`src/rtl/cpu_pkg.sv`:
```
// Shared CPU definitions: access-size encodings, LSU FSM state type, data-memory address width.
package cpu_pkg;

  localparam int DMEM_AW = 13;

  localparam logic [1:0] SZ_ILL  = 2'b00;
  localparam logic [1:0] SZ_WORD = 2'b01;
  localparam logic [1:0] SZ_HALF = 2'b10;
  localparam logic [1:0] SZ_BYTE = 2'b11;

  typedef enum logic [1:0] {
    IDLE,
    ACCESS,
    RESP
  } state_t;

endpackage

```
`src/rtl/lsu_addr_chk.sv`:
```
// Combinational access-error decode: out-of-range address or illegal size, plus
// misalignment when LSU_ALIGN_CHECK_EN is defined.
module lsu_addr_chk
  import cpu_pkg::*;
(
  input  logic [31:0] addr,
  input  logic [1:0]  size,
  output logic        err
);

  logic w_misalign;
  logic w_unused_lo;

  // Low address bits only matter to the memory, not to the range check.
  assign w_unused_lo = ^addr[DMEM_AW-1:0];

`ifdef LSU_ALIGN_CHECK_EN
  assign w_misalign = ((size == SZ_HALF) && addr[0]) ||
                      ((size == SZ_WORD) && (addr[1:0] != 2'b00));
`else
  assign w_misalign = 1'b0;
`endif

  assign err = (addr[31:DMEM_AW] != '0) || (size == SZ_ILL) || w_misalign;

endmodule

```
`src/rtl/lsu_ctrl.sv`:
```
// Load/store unit controller: IDLE -> ACCESS -> RESP (errors skip ACCESS); done 2 cycles after
// accept, 1 on error; ready only in IDLE, no queuing. Alignment check via LSU_ALIGN_CHECK_EN.
module lsu_ctrl
  import cpu_pkg::*;
(
  input  logic               clk,
  input  logic               rst_n,
  input  logic               req,
  input  logic               we,
  input  logic [1:0]         size,
  input  logic               sign,
  input  logic [31:0]        addr,
  input  logic [31:0]        wdata,
  output logic               ready,
  output logic               done,
  output logic [31:0]        rdata,
  output logic               addr_err,
  output logic               mem_wena,
  output logic [1:0]         mem_wbh,
  output logic               mem_wbh_fh,
  output logic [DMEM_AW-1:0] mem_addr,
  output logic [31:0]        mem_wdata,
  input  logic [31:0]        mem_rdata
);

  state_t             r_state;
  state_t             w_state_nxt;
  logic               r_we;
  logic [DMEM_AW-1:0] r_mem_addr;
  logic [1:0]         r_mem_wbh;
  logic               r_mem_wbh_fh;
  logic [31:0]        r_mem_wdata;
  logic [31:0]        r_rdata;
  logic               r_addr_err;
  logic               w_err;
  logic               w_acc;

  lsu_addr_chk u_addr_chk (
    .addr (addr),
    .size (size),
    .err  (w_err)
  );

  assign w_acc = req && ready;

  always_ff @(posedge clk or negedge rst_n) begin
    if (!rst_n) r_state <= IDLE;
    else        r_state <= w_state_nxt;
  end

  always_comb begin
    w_state_nxt = r_state;
    case (r_state)
      IDLE:    if (req) w_state_nxt = w_err ? RESP : ACCESS;
      ACCESS:  w_state_nxt = RESP;
      RESP:    w_state_nxt = IDLE;
      default: w_state_nxt = IDLE;
    endcase
  end

  always_comb begin
    ready    = 1'b0;
    done     = 1'b0;
    mem_wena = 1'b0;
    case (r_state)
      IDLE:    ready    = 1'b1;
      ACCESS:  mem_wena = r_we;
      RESP:    done     = 1'b1;
      default: ;
    endcase
  end

  // Memory-side fields load only for accesses that will actually reach memory.
  always_ff @(posedge clk or negedge rst_n) begin
    if (!rst_n) begin
      r_we         <= 1'b0;
      r_mem_addr   <= '0;
      r_mem_wbh    <= '0;
      r_mem_wbh_fh <= 1'b0;
      r_mem_wdata  <= '0;
      r_rdata      <= '0;
      r_addr_err   <= 1'b0;
    end else begin
      if (w_acc && !w_err) begin
        r_we         <= we;
        r_mem_addr   <= addr[DMEM_AW-1:0];
        r_mem_wbh    <= size;
        r_mem_wbh_fh <= sign;
        r_mem_wdata  <= wdata;
      end
      if (w_acc && w_err) begin
        r_rdata    <= '0;
        r_addr_err <= 1'b1;
      end else if (r_state == ACCESS) begin
        r_rdata    <= r_we ? 32'h0 : mem_rdata;
        r_addr_err <= 1'b0;
      end
    end
  end

  assign rdata      = r_rdata;
  assign addr_err   = r_addr_err;
  assign mem_addr   = r_mem_addr;
  assign mem_wbh    = r_mem_wbh;
  assign mem_wbh_fh = r_mem_wbh_fh;
  assign mem_wdata  = r_mem_wdata;

endmodule
```
`config.mk`:
```
export PLATFORM = sky130hd
export DESIGN_NAME = lsu_ctrl
export DESIGN_NICKNAME = d
export VERILOG_FILES = /design/src/rtl/cpu_pkg.sv /design/src/rtl/lsu_addr_chk.sv /design/src/rtl/lsu_ctrl.sv
export SDC_FILE = /design/constraint.sdc
export NUM_CORES = 1
export LEC_CHECK = 0
export CAP_MARGIN = 20
export CELL_PAD_IN_SITES_DETAIL_PLACEMENT = 1
export CELL_PAD_IN_SITES_GLOBAL_PLACEMENT = 1
export CORE_MARGIN = 2
export CORE_UTILIZATION = 26
export CTS_CLUSTER_SIZE = 16
export DETAILED_ROUTE_END_ITERATION = 7
export MAX_ROUTING_LAYER = met4
export PLACE_DENSITY = 0.88
export SLEW_MARGIN = 20
export SYNTH_ARGS = -nofsm -noshare
export SYNTH_HDL_FRONTEND = slang
export SYNTH_HIERARCHICAL = 1
export SYNTH_SLANG_ARGS = --single-unit
```
`constraint.sdc`:
```
create_clock -name clk -period 1.5 [get_ports clk]
set_input_delay 0.3 -clock clk [delete_from_list [all_inputs] [get_ports clk]]
set_output_delay 0.3 -clock clk [all_outputs]
set_load 0.01 [all_outputs]
```
==> impl_metrics.json, run 1 <==
{
  "slew_headroom_pct": 77.18,
  "clk_pin_slew_ns": 0.06,
  "synth_top_family_by_area": "multiplexers",
  "place_congestion": 0.7518,
  "io-pin-count": 187,
  "ys_ff_latch": 84,
  "first_global_vias": 3474,
  "netlist_area_sq_um": 3427,
  "status": "finished with violations",
  "antenna_found_initial": 0,
  "crit_type": "primary input to register",
  "p_leak_nw": 3.111,
  "place_area_sq_um": 5555,
  "setup_viol": 65,
  "drt_iter0_drc": 80,
  "hold_violations": 0,
  "antenna_cells": 0,
  "report.final.slew_viol_count": 0,
  "portBuffers": 186,
  "crit_path_frequent_cell": "buf_12",
  "postRouteAntennaNets": 0,
  "synth_area_per_cell_sq_um": 12.88,
  "preCtsSetupSlack_ns": -1.020,
  "startpoint_type": "primary input",
  "muxShareOfSynthArea_pct": 16.10,
  "grt_util_all_layers_pct": 18.48,
  "syn_to_final_growth_pct": 87.44,
  "final_cell_area_sq_um": 6424,
  "end_kind": "register",
  "drv_cap": 0,
  "cp_cell_sequence": "buf_6, nor4_4, o2111a_1, nand3_2, nor4b_4, buf_6, buf_12, buf_12, buf_12, mux2_4",
  "cp_slowest_cell": "nor4b_4",
  "post_synth_num_cell_types": 23,
  "crit_family": "simple AND/OR/NAND/NOR gates",
  "period_share_pct": 127.4,
  "rsz0062_at_grt": "yes",
  "cpPeakStageDelay_ns": 0.34,
  "p_per_area_nw_per_um2": 808.6,
  "grt_max_degree": 36,
  "place_inst": 616,
  "finalWirelength_um": 12750,
  "cts_sinks": 84,
  "failed_checks": "negative setup slack",
  "power_mw": 5.194,
  "die_h_um": 118.8,
  "ys_warn_count": 6,
  "yosys.area_share.xor_xnor_pct": 0,
  "netlist_instances": 266,
  "gr-total-overflow": 0,
  "fp.dieW_um": 118.8,
  "vdd_drop_max_uv": 423.9,
  "route.detailed.drc": 0,
  "nets": 578,
  "final.min_clock_period_ns": 1.911,
  "start_util_pct": 26.94,
  "synth-simple-area-share_pct": 13.84,
  "core_area_sq_um": 12720,
  "cp_max_fo": 6,
  "grt_pass1_wl_um": 19420,
  "cp.arrival_ns": 2.13,
  "max_freq_ghz": 0.5232,
  "ys_seq_area_share_pct": 61.34,
  "cts_root_buf": "clkbuf_16",
  "insertion_delay_ns": 0.34,
  "viasPerCell": 4.589,
  "dr.pass1.iters": 4,
  "cts_tree": "done",
  "drive_gt1_share_pct": 29.58,
  "synth-adder-area-share_pct": 0,
  "critPathRequiredTime_ns": 1.72,
  "worst_pin_slew_ns": 0.3423,
  "holdWs_ns": 0.3595,
  "die_area_sq_um": 14120,
  "finClkSkew_ns": 0.007268,
  "std_cell_rows": 41,
  "hp-class": "primary input to register",
  "fin_ws_ns": -0.4114,
  "finalNonFillerCells": 652,
  "htreeDepth": 3,
  "cts_buffer_depth": 2,
  "synth_compound_area_share_pct": 5.184,
  "wl_per_cell_um": 19.56,
  "synth_fp_nets": 369,
  "worst-path-buf-inv": 5,
  "cts_buffers": 9,
  "vias": 2992,
  "dp_hpwl_um": 7892
}
## path summary, 6_finish.rpt
kind	start	to	slack [ns]	depth (start not counted)
worst min-delay path	size[1]	mem_wbh[1]	0.36	2
min in group asynchronous	rst_n	rdata[4]	0.43	2
max in group asynchronous	rst_n	rdata[26]	0.56	3
worst min register to register	mem_wdata[2]	mem_wdata[2]	0.51	1
worst max register to register	r_state[0]	mem_wdata[27]	-0.19	6
worst max-delay path	addr[24]	mem_wdata[27]	-0.41	10
## where the power goes
part | internal [mW] | switching [mW] | total (mW)
combinational | 0.278 | 0.153 | 0.431
sequential | 2.27 | 0.00473 | 2.27
clock | 1.59 | 0.901 | 2.49
total | 4.13 | 1.06 | 5.19
## sequential cells by signal, summed over array words and instances, names as in the netlist
register	flops
addr_err	1
mem_addr	13
mem_wbh	2
mem_wbh_fh	1
mem_wdata	32
r_state	2
r_we	1
rdata	32
## routing by layer
layer	global-route usage (%)	part of all wire, %
met1	21.34	41
met2	31.03	52
met3	4.981	6.0
met4	6.473	1.3
met5	-	0
## cell usage after synthesis
master    instances  share of area [%]
mux2_1            3               0.99
nor3_1            1               0.15
and2_1            1               0.18
nor2_1            3               0.33
nor4_2            2               0.73
nand2b_1          1               0.18
buf_2             7                1.0
nor4b_4           1               0.69
nand2_1          32                3.5
nor2b_1           1               0.18
or2_2             1               0.18
a21oi_1          32                4.7
a31oi_1           1               0.18
nand3b_1         32                7.0
nand3_1           1               0.15
nor4_1            2               0.37
o2111a_1          1               0.33
buf_6             5                1.6
clkbuf_1          7               0.77
inv_1             1               0.11
dfrtp_1          84                 61
mux2_2           46                 15
and3_1            1               0.18
## layout make-up
class	count	area, sq um
flip-flops and latches	84	2105
fillers	1326	6299
inverters	1	3.754
repair buffers	217	2222
well taps	172	215.2
multi-input cells	162	1541
clock buffers	12	266.5
clock inverters	4	70.07
## stage by stage
stage	util, %	TNS, ns
2_1_floorplan	-	-19.39
3_3_place_gp	43.67	-65.91
3_5_place_dp	43.67	-69.57
4_1_cts	49.71	-14.07
5_1_grt	50.49	-20.33
6_report	50.49	-17.32
## kinds of logic (layout without fill, tap and decap cells)
logic type | Yosys count | count (layout)
and+or+nand+nor | 79 | 79
DFF | 84 | 84
AOI/OAI and AO/OA | 34 | 34
buffers and inverters | 20 | 234
muxes | 49 | 49
## repair_timing
action / in CTS / in global routing
hold endpoints to repair: 20 / 0
pin swaps: 4 / 4
setup endpoints to repair: 168 / 54
cloned: 7 / 2
gates resized for setup: 214 / 36
hold buffers: 1 / 0
buffers inserted: 10 / 6
## cells in the final DEF, fill, tap and decap left out, types with 2 or more instances in the layout
cell type	n
clkinv_2	2
a21oi_2	19
nand3b_1	32
buf_6	14
clkdlybuf4s50_1	80
nand2_1	32
nor2_1	2
clkdlybuf4s15_1	5
dfrtp_2	2
buf_12	13
nor4_4	3
buf_4	7
mux2_4	49
buf_2	5
clkbuf_8	3
a21oi_1	12
bufinv_16	2
dfrtp_1	82
dlygate4sd2_1	88
clkbuf_16	10
buf_16	2
Power figures use the tool's default switching activity.
==> run 2, diff against run 1 <==
CTS_CLUSTER_SIZE = 24   (was 16)
==> results of run 2 <==
No change in the layout: final DEF, timing and power equal those of run 1.
